[src/rtl/dvp_tx_rgb565.sv]
// dvp_tx_rgb565: camera-side DVP transmitter. Turns an RGB565 pixel stream into
// OV2640-style VSYNC/HREF/PIXDATA, two bytes per pixel, with I_clk doubling as PIXCLK.
// Ports: I_clk/I_rst_n clock and async active-low reset; I_en frame enable;
//   I_pix_valid/I_pix_data pixel source, O_pix_ready accept strobe (source cannot stall us);
//   O_vsync/O_href/O_pixdata DVP bus; O_frame_done end-of-frame pulse; O_underrun substituted pixel.
module dvp_tx_rgb565 #(
    parameter int H_ACT   = 800,
    parameter int V_ACT   = 600,
    parameter int H_BLANK = 288,
    parameter int VS_LEN  = 4,
    parameter int V_BP    = 20,
    parameter int V_FP    = 4,
    parameter bit VS_POL  = 1'b1
) (
    input  logic        I_clk,
    input  logic        I_rst_n,
    input  logic        I_en,
    input  logic        I_pix_valid,
    input  logic [15:0] I_pix_data,
    output logic        O_pix_ready,
    output logic        O_vsync,
    output logic        O_href,
    output logic [9:0]  O_pixdata,
    output logic        O_frame_done,
    output logic        O_underrun
);
    localparam int L      = 2 * H_ACT + H_BLANK;
    localparam int MAX_AB = (VS_LEN > V_BP) ? VS_LEN : V_BP;
    localparam int MAX_CD = (V_ACT > V_FP) ? V_ACT : V_FP;
    localparam int MAX_LN = (MAX_AB > MAX_CD) ? MAX_AB : MAX_CD;
    localparam int BW     = (L > 1) ? $clog2(L) : 1;
    localparam int LW     = (MAX_LN > 1) ? $clog2(MAX_LN) : 1;

    localparam logic [BW-1:0] BYTE_LAST = BW'(L - 1);
    localparam logic [BW-1:0] HREF_END  = BW'(2 * H_ACT);
    localparam logic [BW-1:0] RDY_END   = BW'(2 * H_ACT - 1);
    localparam logic [LW-1:0] VS_LAST   = LW'(VS_LEN - 1);
    localparam logic [LW-1:0] VBP_LAST  = LW'(V_BP - 1);
    localparam logic [LW-1:0] VACT_LAST = LW'(V_ACT - 1);
    localparam logic [LW-1:0] VFP_LAST  = LW'(V_FP - 1);

    typedef enum logic [2:0] {S_IDLE, S_VSYNC, S_VBP, S_ACTIVE, S_VFP} state_e;

    state_e          state_q, state_d;
    logic [BW-1:0]   byte_q, byte_d;
    logic [LW-1:0]   line_q, line_d;
    logic [LW-1:0]   line_last;

    logic            vsync_q, vsync_d;
    logic            href_q, href_d;
    logic            ready_q, ready_d;
    logic [9:0]      pixdata_q, pixdata_d;
    logic            fdone_q, fdone_d;
    logic            underrun_q, underrun_d;
    logic [7:0]      pix_lo_q, pix_lo_d;

    // State and counters
    always_ff @(posedge I_clk or negedge I_rst_n) begin
        if (!I_rst_n) begin
            state_q <= S_IDLE;
            byte_q  <= '0;
            line_q  <= '0;
        end else begin
            state_q <= state_d;
            byte_q  <= byte_d;
            line_q  <= line_d;
        end
    end

    // Next state: every non-idle state runs whole lines of L cycles
    always_comb begin
        state_d   = state_q;
        byte_d    = byte_q;
        line_d    = line_q;
        line_last = '0;
        case (state_q)
            S_VSYNC:  line_last = VS_LAST;
            S_VBP:    line_last = VBP_LAST;
            S_ACTIVE: line_last = VACT_LAST;
            S_VFP:    line_last = VFP_LAST;
            default:  line_last = '0;
        endcase
        if (state_q == S_IDLE) begin
            if (I_en) begin
                state_d = S_VSYNC;
                byte_d  = '0;
                line_d  = '0;
            end
        end else if (byte_q == BYTE_LAST) begin
            byte_d = '0;
            if (line_q == line_last) begin
                line_d = '0;
                case (state_q)
                    S_VSYNC:  state_d = S_VBP;
                    S_VBP:    state_d = S_ACTIVE;
                    S_ACTIVE: state_d = S_VFP;
                    default:  state_d = I_en ? S_VSYNC : S_IDLE;
                endcase
            end else begin
                line_d = line_q + LW'(1);
            end
        end else begin
            byte_d = byte_q + BW'(1);
        end
    end

    // Outputs are decoded from the next state so the registered pins line up
    // with the state registers (no extra cycle of lag).
    always_comb begin
        vsync_d = (state_d == S_VSYNC) ? VS_POL : ~VS_POL;
        href_d  = (state_d == S_ACTIVE) && (byte_d < HREF_END);
        // Ready leads each even byte by one cycle: odd slots inside the line,
        // plus the last cycle of the line preceding an active line.
        ready_d = ((state_d == S_ACTIVE) && byte_d[0] && (byte_d < RDY_END)) ||
                  ((byte_d == BYTE_LAST) &&
                   (((state_d == S_VBP) && (line_d == VBP_LAST)) ||
                    ((state_d == S_ACTIVE) && (line_d != VACT_LAST))));
        fdone_d    = (state_d == S_VFP) && (line_d == VFP_LAST) && (byte_d == BYTE_LAST);
        underrun_d = ready_q & ~I_pix_valid;

        pix_lo_d  = pix_lo_q;
        pixdata_d = '0;
        if (ready_q) begin
            // A missing pixel is replaced by black; timing is not disturbed.
            pixdata_d = {(I_pix_valid ? I_pix_data[15:8] : 8'h00), 2'b00};
            pix_lo_d  = I_pix_valid ? I_pix_data[7:0] : 8'h00;
        end else if (href_d && byte_d[0]) begin
            pixdata_d = {pix_lo_q, 2'b00};
        end
    end

    always_ff @(posedge I_clk or negedge I_rst_n) begin
        if (!I_rst_n) begin
            vsync_q    <= ~VS_POL;
            href_q     <= 1'b0;
            ready_q    <= 1'b0;
            pixdata_q  <= '0;
            fdone_q    <= 1'b0;
            underrun_q <= 1'b0;
            pix_lo_q   <= '0;
        end else begin
            vsync_q    <= vsync_d;
            href_q     <= href_d;
            ready_q    <= ready_d;
            pixdata_q  <= pixdata_d;
            fdone_q    <= fdone_d;
            underrun_q <= underrun_d;
            pix_lo_q   <= pix_lo_d;
        end
    end

    assign O_vsync      = vsync_q;
    assign O_href       = href_q;
    assign O_pix_ready  = ready_q;
    assign O_pixdata    = pixdata_q;
    assign O_frame_done = fdone_q;
    assign O_underrun   = underrun_q;
endmodule

[config.mk]
export PLATFORM = sky130hd
export DESIGN_NAME = dvp_tx_rgb565
export DESIGN_NICKNAME = d
export VERILOG_FILES = /design/src/rtl/dvp_tx_rgb565.sv
export SDC_FILE = /design/constraint.sdc
export NUM_CORES = 1
export LEC_CHECK = 0
export ABC_CLOCK_PERIOD_IN_PS = 4000
export CELL_PAD_IN_SITES_DETAIL_PLACEMENT = 2
export CELL_PAD_IN_SITES_GLOBAL_PLACEMENT = 2
export CORE_MARGIN = 5
export CORE_UTILIZATION = 37
export CTS_CLUSTER_DIAMETER = 100
export CTS_CLUSTER_SIZE = 14
export DETAILED_ROUTE_END_ITERATION = 12
export GPL_TIMING_DRIVEN = 1
export HOLD_SLACK_MARGIN = 0.06
export PLACE_DENSITY_LB_ADDON = 0.2
export SYNTH_ARGS = -nofsm -noshare
export SYNTH_HDL_FRONTEND = slang
export SYNTH_SLANG_ARGS = --single-unit
[constraint.sdc]
create_clock -name I_clk -period 4 [get_ports I_clk]
set_input_delay 0.8 -clock I_clk [delete_from_list [all_inputs] [get_ports I_clk]]
set_output_delay 0.8 -clock I_clk [all_outputs]
set_load 0.02 [all_outputs]
==> summary.txt, run 1 <==
Status -> finished, final reports clean
VDD IR-drop max -> 0.220 mV
GRT Resource Usage Total -> 17.8%
Register-to-Register Path Depth -> 9
Unrepaired setup endpoints after global routing -> false
Avg WL per Cell -> 19.4 µm
Post-Synthesis Cells -> 266
Multi-input logic area -> 1340 µm²
Crit path required time -> 4250 ps
Die Y -> 94.1 µm
Leak -> 1.35 nW
Die W -> 94.1 µm
Final HPWL DP -> 5610 µm
Fin crit period -> 3230 ps
# nets final -> 314
Period utilisation layout -> 80.8%
Clk buf depth -> 2
R2R Setup Slk -> 770 ps
Post-synth top flop -> dfrtp_1
Final WL -> 7550 µm
Largest area contributor in the netlist -> dfrtp_1
Boundary pin count -> 35
Start point of the critical path -> byte_q[0]$_DFF_PN0_
Arrival @ worst endpoint -> 3480 ps
Actual slew at the worst max-slew pin -> 1030 ps
Hold Crit Class -> reg -> reg
First-pass GRT wire length -> 12300 µm
Crit Path Max Fanout -> 7
Setup TNS -> 0 ps
Register area -> 1130 µm²
Overflow after GRT -> 0
Port bufs -> 32
Synth async-reset ratio -> 100%
Fin area -> 3050 µm²
Synth top area cells -> dfrtp_1, nor2b_1, o21ai_0
Post-cts resize count -> 0
Mapped cell area -> 2610 µm²
Kind of critical path -> reg -> reg
Number of hold violations in the final report -> 0
Setup violations, final -> 0
Number of vias per cell -> 5.64
Dpl cell area -> 2960 µm²
Slew margin rel. -> 31.0%
Yosys Warn Count -> 0
Drt first pass iters -> 4
Clk root buf -> clkbuf_8
RD Place Congestion -> 0.780
Drt drc -> 0
N_diodes -> 0
Post-synthesis sequential area ratio -> 43.1%
Clock sinks -> 45
MaxCap Viol Count -> 0
Area growth syn-to-layout -> 16.7%
Largest net degree at the start of global routing -> 46
Highest Clock Rate -> 309 MHz
Final-layout fill cell count -> 784
Max-slew violations -> 0
CTS tree -> built
Hold Path End -> byte_q[9]$_DFF_PN0_
FF+latch count, synth -> 45
Die area -> 8850 µm²
PwrDens -> 330 nW/µm²
R2R Path End -> O_pix_ready$_DFF_PN0_
Min-delay src -> byte_q[9]$_DFF_PN0_
H-tree depth -> 2
Critical Path Source Type -> flip-flop
CTS Buf Count -> 5
Fin Hold WS -> 555 ps
Vias -> 2195
Skew-Pair Late Insertion Delay -> 310 ps
Initial core utilization -> 38.3%
Worst reg2reg path startpoint -> byte_q[0]$_DFF_PN0_
Layout cell share with drive strength beyond 1 -> 12.6%
Initial antenna violation count -> 0
Clock transition at path regs -> 100 ps
Core area -> 6830 µm²
Clock Skew -> 11.7 ps
Distinct cells, synth -> 67
Hold depth -> 1
Vias in the first global route -> 2356
Post-CTS Hold Fix Bufs -> 0
Standard-cell rows -> 30
Routed Antenna Nets -> 0
Syn avg cell area -> 9.83 µm²
Core Util, Final -> 44.6%
Number of flops mapped to enable cells by yosys -> 0
DRT iter0 DRCs -> 91
Critical path endpoint category -> flip-flop
Postcts setup bufs -> 0
Post-synth top area share -> 43.1%
-- report_power, final --
| part | leakage, nW | total (mW) | switching, mW | internal (mW) |
|---|---|---|---|---|
| clock | 0.0447 | 0.307 | 0.181 | 0.127 |
| combinational | 0.696 | 0.165 | 0.0938 | 0.0715 |
| sequential | 0.611 | 0.533 | 0.0496 | 0.484 |
-- per-stage QoR --
| step | cells | setup slack, ps | power (mW) |
|---|---|---|---|
| after global routing | 389 | 542 | 1.06 |
| final | 389 | 769 | 1.01 |
| after global placement | 381 | 821 | 0.703 |
| after CTS | 389 | 730 | 1.02 |
| after floorplan | 267 | 1280 | 0.637 |
| after detailed placement | 381 | 639 | 0.709 |
-- worst max path at each step --
stage,end,slack [ps],cells past startpoint
5_1_grt,O_frame_done$_DFF_PN0_,540,8
6_report,O_pix_ready$_DFF_PN0_,770,9
3_3_place_gp,O_pix_ready$_DFF_PN0_,820,9
3_5_place_dp,O_frame_done$_DFF_PN0_,640,10
4_1_cts,O_pix_ready$_DFF_PN0_,730,9
2_1_floorplan,O_pix_ready$_DFF_PN0_,1280,10
-- kinds of logic (layout without fill, tap and decap cells) --
group | Yosys count | count (layout) | synth area share, %
compound gates | 76 | 76 | 21.4
xor+xnor | 8 | 8 | 2.68
fa+ha+maj | 2 | 2 | 0.957
buf+inv | 25 | 51 | 5.74
flops | 45 | 45 | 43.1
mux | 4 | 4 | 1.58
other cells | 1 | 2 | 0.143
simple gates | 105 | 105 | 24.4
-- critical path, cell delays in order (launching register included) --
cell	delay, ps
dfrtp_1	440
ha_1	290
nand4_4	190
or4_1	710
o31a_1	360
nor4_2	320
nor4b_2	260
o21ai_1	140
o2bb2ai_1	260
a32o_1	190
-- placed cells by master, fill, tap and decap left out, types with 6 or more instances in the layout --
cell	n
a21oi_1	11
o31ai_1	6
nor2b_1	13
a22o_1	8
o21ai_0	16
nor2_1	14
clkdlybuf4s50_1	31
dfrtp_1	45
nand3_1	10
nand2_1	20
inv_1	8
nor4_1	6
a21o_1	9
-- layout make-up --
cell class | count | area share (%)
multi-input combinational | 197 | 44.0
inverter | 8 | 0.985
tap | 96 | 3.94
clock buffer | 5 | 2.26
sequential | 45 | 36.9
clock inverter | 3 | 0.821
timing repair buffer | 35 | 11.1
-- sequential cells by signal, summed over array words and instances, names as in the netlist, 3 cells and up --
register,flops
state_q,3
O_pixdata,8
pix_lo_q,8
byte_q,11
line_q,10
-- cells in the mapped netlist, drive strengths merged (2+ instances only) --
| library cell | number |
|---|---|
| a211o | 2 |
| a21o | 9 |
| a21oi | 11 |
| a22o | 9 |
| a2bb2oi | 2 |
| a31oi | 3 |
| a32o | 2 |
| and2 | 3 |
| and3 | 9 |
| and4 | 2 |
| buf | 7 |
| clkbuf | 10 |
| dfrtp | 45 |
| ha | 2 |
| inv | 8 |
| mux2i | 3 |
| nand2 | 21 |
| nand3 | 10 |
| nand4 | 3 |
| nand4b | 2 |
| nor2 | 15 |
| nor2b | 13 |
| nor3 | 4 |
| nor4 | 9 |
| o21ai | 17 |
| o21ba | 2 |
| o2bb2ai | 2 |
| o31ai | 6 |
| or2 | 2 |
| or3 | 5 |
| xnor2 | 3 |
| xor2 | 5 |
-- routing by layer --
layer  up-vias  GRT usage (%)  routed length, µm  part of all wire (%)
met3         7           3.45                261                   3.5
met1      1125           24.4               3610                    48
met4         0           4.93                 63                  0.83
li1       1026              -                  -                     -
met2        37           28.6               3610                    48
met5         -              0                  0                     0
Note: power is estimated with default switching activity, not from simulation.
==> run 2: changes to the inputs <==
--- a/config.mk
+++ b/config.mk
@@ -5,11 +5,11 @@
 export SDC_FILE = /design/constraint.sdc
 export NUM_CORES = 1
 export LEC_CHECK = 0
-export ABC_CLOCK_PERIOD_IN_PS = 4000
+export ABC_CLOCK_PERIOD_IN_PS = 3270
 export CELL_PAD_IN_SITES_DETAIL_PLACEMENT = 2
 export CELL_PAD_IN_SITES_GLOBAL_PLACEMENT = 2
 export CORE_MARGIN = 5
-export CORE_UTILIZATION = 37
+export CORE_UTILIZATION = 35
 export CTS_CLUSTER_DIAMETER = 100
 export CTS_CLUSTER_SIZE = 14
 export DETAILED_ROUTE_END_ITERATION = 12
==> constraint.sdc (replaced) <==
create_clock -name I_clk -period 3.27 [get_ports I_clk]
set_input_delay 0.654 -clock I_clk [delete_from_list [all_inputs] [get_ports I_clk]]
set_output_delay 0.654 -clock I_clk [all_outputs]
set_load 0.02 [all_outputs]
==> run 2 against run 1 <==
Worst hold slack got worse by 29 ps. Via count increased by 1.0%. Clock power increased by 21%. Total power increased by 23%. Utilization decreased by 1.9 points. Largest cell class unchanged. Count of clock-buffer cells in the layout unchanged. Critical path depth decreased by 1. Sequential share of layout area decreased by 0.60 points. Final area increased by 1.6%. Combinational power increased by 35%. First-iteration DRC count decreased by 27%. Highest routed layer unchanged.
==> summary.txt, run 2 (synthesized netlist as in run 1, its figures left out) <==
Post-CTS Hold Fix Bufs -> 0 (unchanged)
H-tree depth -> 2 (unchanged)
GRT Resource Usage Total -> 17.8% (+0.049 points)
Final-layout fill cell count -> 803 (+2.4%)
Standard-cell rows -> 31 (+3.3%)
Clock transition at path regs -> 100 ps (about the same)
DRT iter0 DRCs -> 66 (-27%)
Status -> finished, final reports clean
Largest registers -> byte_q (11), line_q (10)
Crit path required time -> 3520 ps (-730 ps)
Clock power share -> 30.0% (-0.5 points)
Vias -> 2217 (+1.0%)
Die Y -> 96.4 µm (+2.5%)
Die area -> 9300 µm² (+5.1%)
VDD IR-drop max -> 0.252 mV (+14%)
CTS Buf Count -> 5 (unchanged)
First-pass GRT wire length -> 12600 µm (+2.5%)
DRT met1 WL -> 3680 µm (+2.0%)
Final WL -> 7930 µm (+5.0%)
Drt first pass iters -> 4 (unchanged)
Avg WL per Cell -> 20.0 µm (+2.9%)
Area growth syn-to-layout -> 18.6%
Register-to-Register Path Depth -> 8 (-1)
Clock Skew -> 7.03 ps (-4.68 ps)
Period utilisation layout -> 94.2% (+13 points)
Clock sinks -> 45 (unchanged)
Most frequent cells in the layout -> dfrtp_1, clkdlybuf4s50_1, nand2_1
Core area -> 7250 µm² (+6.2%)
Die W -> 96.4 µm (+2.5%)
Port bufs -> 32 (unchanged)
Number of vias per cell -> 5.58 (-1.0%)
Post-place setup slack -> 128 ps (-512 ps)
MaxCap Viol Count -> 0 (unchanged)
Multi-input logic area -> 1350 µm² (+0.93%)
Final HPWL DP -> 5820 µm (+3.8%)
Hold Crit Class -> in -> async
Setup slack after layout -> 189 ps (-580 ps)
Switching pwr -> 0.399 mW (+23%)
Boundary pin count -> 35 (unchanged)
Initial core utilization -> 36.0% (-2.2 points)
Skew-Pair Late Insertion Delay -> 310 ps (about the same)
Layout cell share with drive strength beyond 1 -> 14.4% (+1.8 points)
Design internal power -> 0.841 mW (+23%)
Most common cell after layout, fill and taps aside -> dfrtp_1
Critical Path Source Type -> flip-flop
Seq pwr share -> 52.2% (-0.8 points)
Setup violations, final -> 0 (unchanged)
Vias in the first global route -> 2362 (+0.25%)
# nets final -> 319 (+1.6%)
Setup TNS -> 0 ps (unchanged)
Switch share -> 32.2% (about the same)
Actual slew at the worst max-slew pin -> 1050 ps (+13.4 ps)
Routed wl met3 -> 317 µm (+21%)
Arrival @ worst endpoint -> 3330 ps (-150 ps)
PwrDens -> 400 nW/µm² (+21%)
Fin crit period -> 3080 ps (-150 ps)
Top Metal Used -> met4
N_diodes -> 0 (unchanged)
Unrepaired setup endpoints after global routing -> false
Clk root buf -> clkbuf_8
WL met2 -> 3840 µm (+6.5%)
Routed Antenna Nets -> 0 (unchanged)
Initial antenna violation count -> 0 (unchanged)
Highest Clock Rate -> 325 MHz (+4.9%)
Slew margin rel. -> 30.1% (-0.90 points)
Largest net degree at the start of global routing -> 46 (unchanged)
Combinational Power Share -> 17.9% (+1.5 points)
Number of hold violations in the final report -> 0 (unchanged)
Clk buf depth -> 2 (unchanged)
Critical path endpoint category -> flip-flop
Max FFs per register -> 11 (unchanged)
Overflow after GRT -> 0 (unchanged)
Register area -> 1130 µm² (unchanged)
RD Place Congestion -> 0.837 (+7.3%)
CTS tree -> built
Leak -> 1.39 nW (+2.9%)
Kind of critical path -> reg -> reg
Largest Register -> byte_q
Drt drc -> 0 (unchanged)
Crit Path Max Fanout -> 8 (+1)
Max-slew violations -> 0 (unchanged)
==> run 2: changes by cell type in the layout (fill, tap and decap cells not counted), sizes merged <==
cell,before,now
buf,4,9
==> run 2: cell type report <==
class | instances | share of cell area, %
clock buffers | 5 | 2.22
clock inverters | 3 | 0.686
inverters | 8 | 0.969
multi-input cells | 197 | 43.7
flip-flops and latches | 45 | 36.3
well taps | 99 | 4.00
repair buffers | 40 | 12.1
==> run 2: layer usage <==
layer / vias up / track usage, %
met5: - / 0
met4: 0 / 5.02
met3: 7 / 3.49
met2: 39 / 30.0
met1: 1142 / 23.3
li1: 1029 / -
==> run 2: critical path, cell delays in order, from the launching register on <==
cell       delay (ps)
dfrtp_1           470
nand4bb_1         430
or4_4             640
o31a_1            330
nor4_2            350
nor4b_4           270
o21ai_1           130
o2bb2ai_1         230
a32o_1            180
==> run 2: power groups by stage <==
| stage | registers, mW | clock network (mW) | logic (mW) |
|---|---|---|---|
| after global routing | 0.655 | 0.419 | 0.245 |
| after detailed placement | 0.657 | 0 | 0.226 |
| after floorplan | 0.644 | 0 | 0.135 |
| after CTS | 0.646 | 0.382 | 0.227 |
| after global placement | 0.656 | 0 | 0.218 |
| final | 0.647 | 0.372 | 0.222 |
==> run 2: worst paths after layout <==
check | end | slack [ps] | from
max | O_pix_ready$_DFF_PN0_ | 190 | byte_q[7]$_DFF_PN0_
min | line_q[0]$_DFF_PN0_ | 530 | I_rst_n
max reg2reg | O_pix_ready$_DFF_PN0_ | 190 | byte_q[7]$_DFF_PN0_
min reg2reg | byte_q[9]$_DFF_PN0_ | 600 | byte_q[9]$_DFF_PN0_
max in group asynchronous | byte_q[4]$_DFF_PN0_ | 2100 | I_rst_n
min in group I_clk | byte_q[9]$_DFF_PN0_ | 600 | byte_q[9]$_DFF_PN0_
==> run 2: stage by stage <==
step	util, %	cells	hold WS [ps]	instance area [µm²]	power, mW
5_1_grt	42.7	397	611	3100	1.32
3_3_place_gp	41.2	388	544	2990	0.874
6_report	42.7	397	525	3100	1.24
4_1_cts	42.5	396	572	3080	1.25
3_5_place_dp	41.2	388	580	2990	0.883
2_1_floorplan	-	267	358	2620	0.780
==> run 2: what timing repair did <==
action                                 CTS  global route
setup endpoints to repair                0             8
endpoints found under the hold margin    0             0
setup buffers                            0             1
resized for setup                        0             2
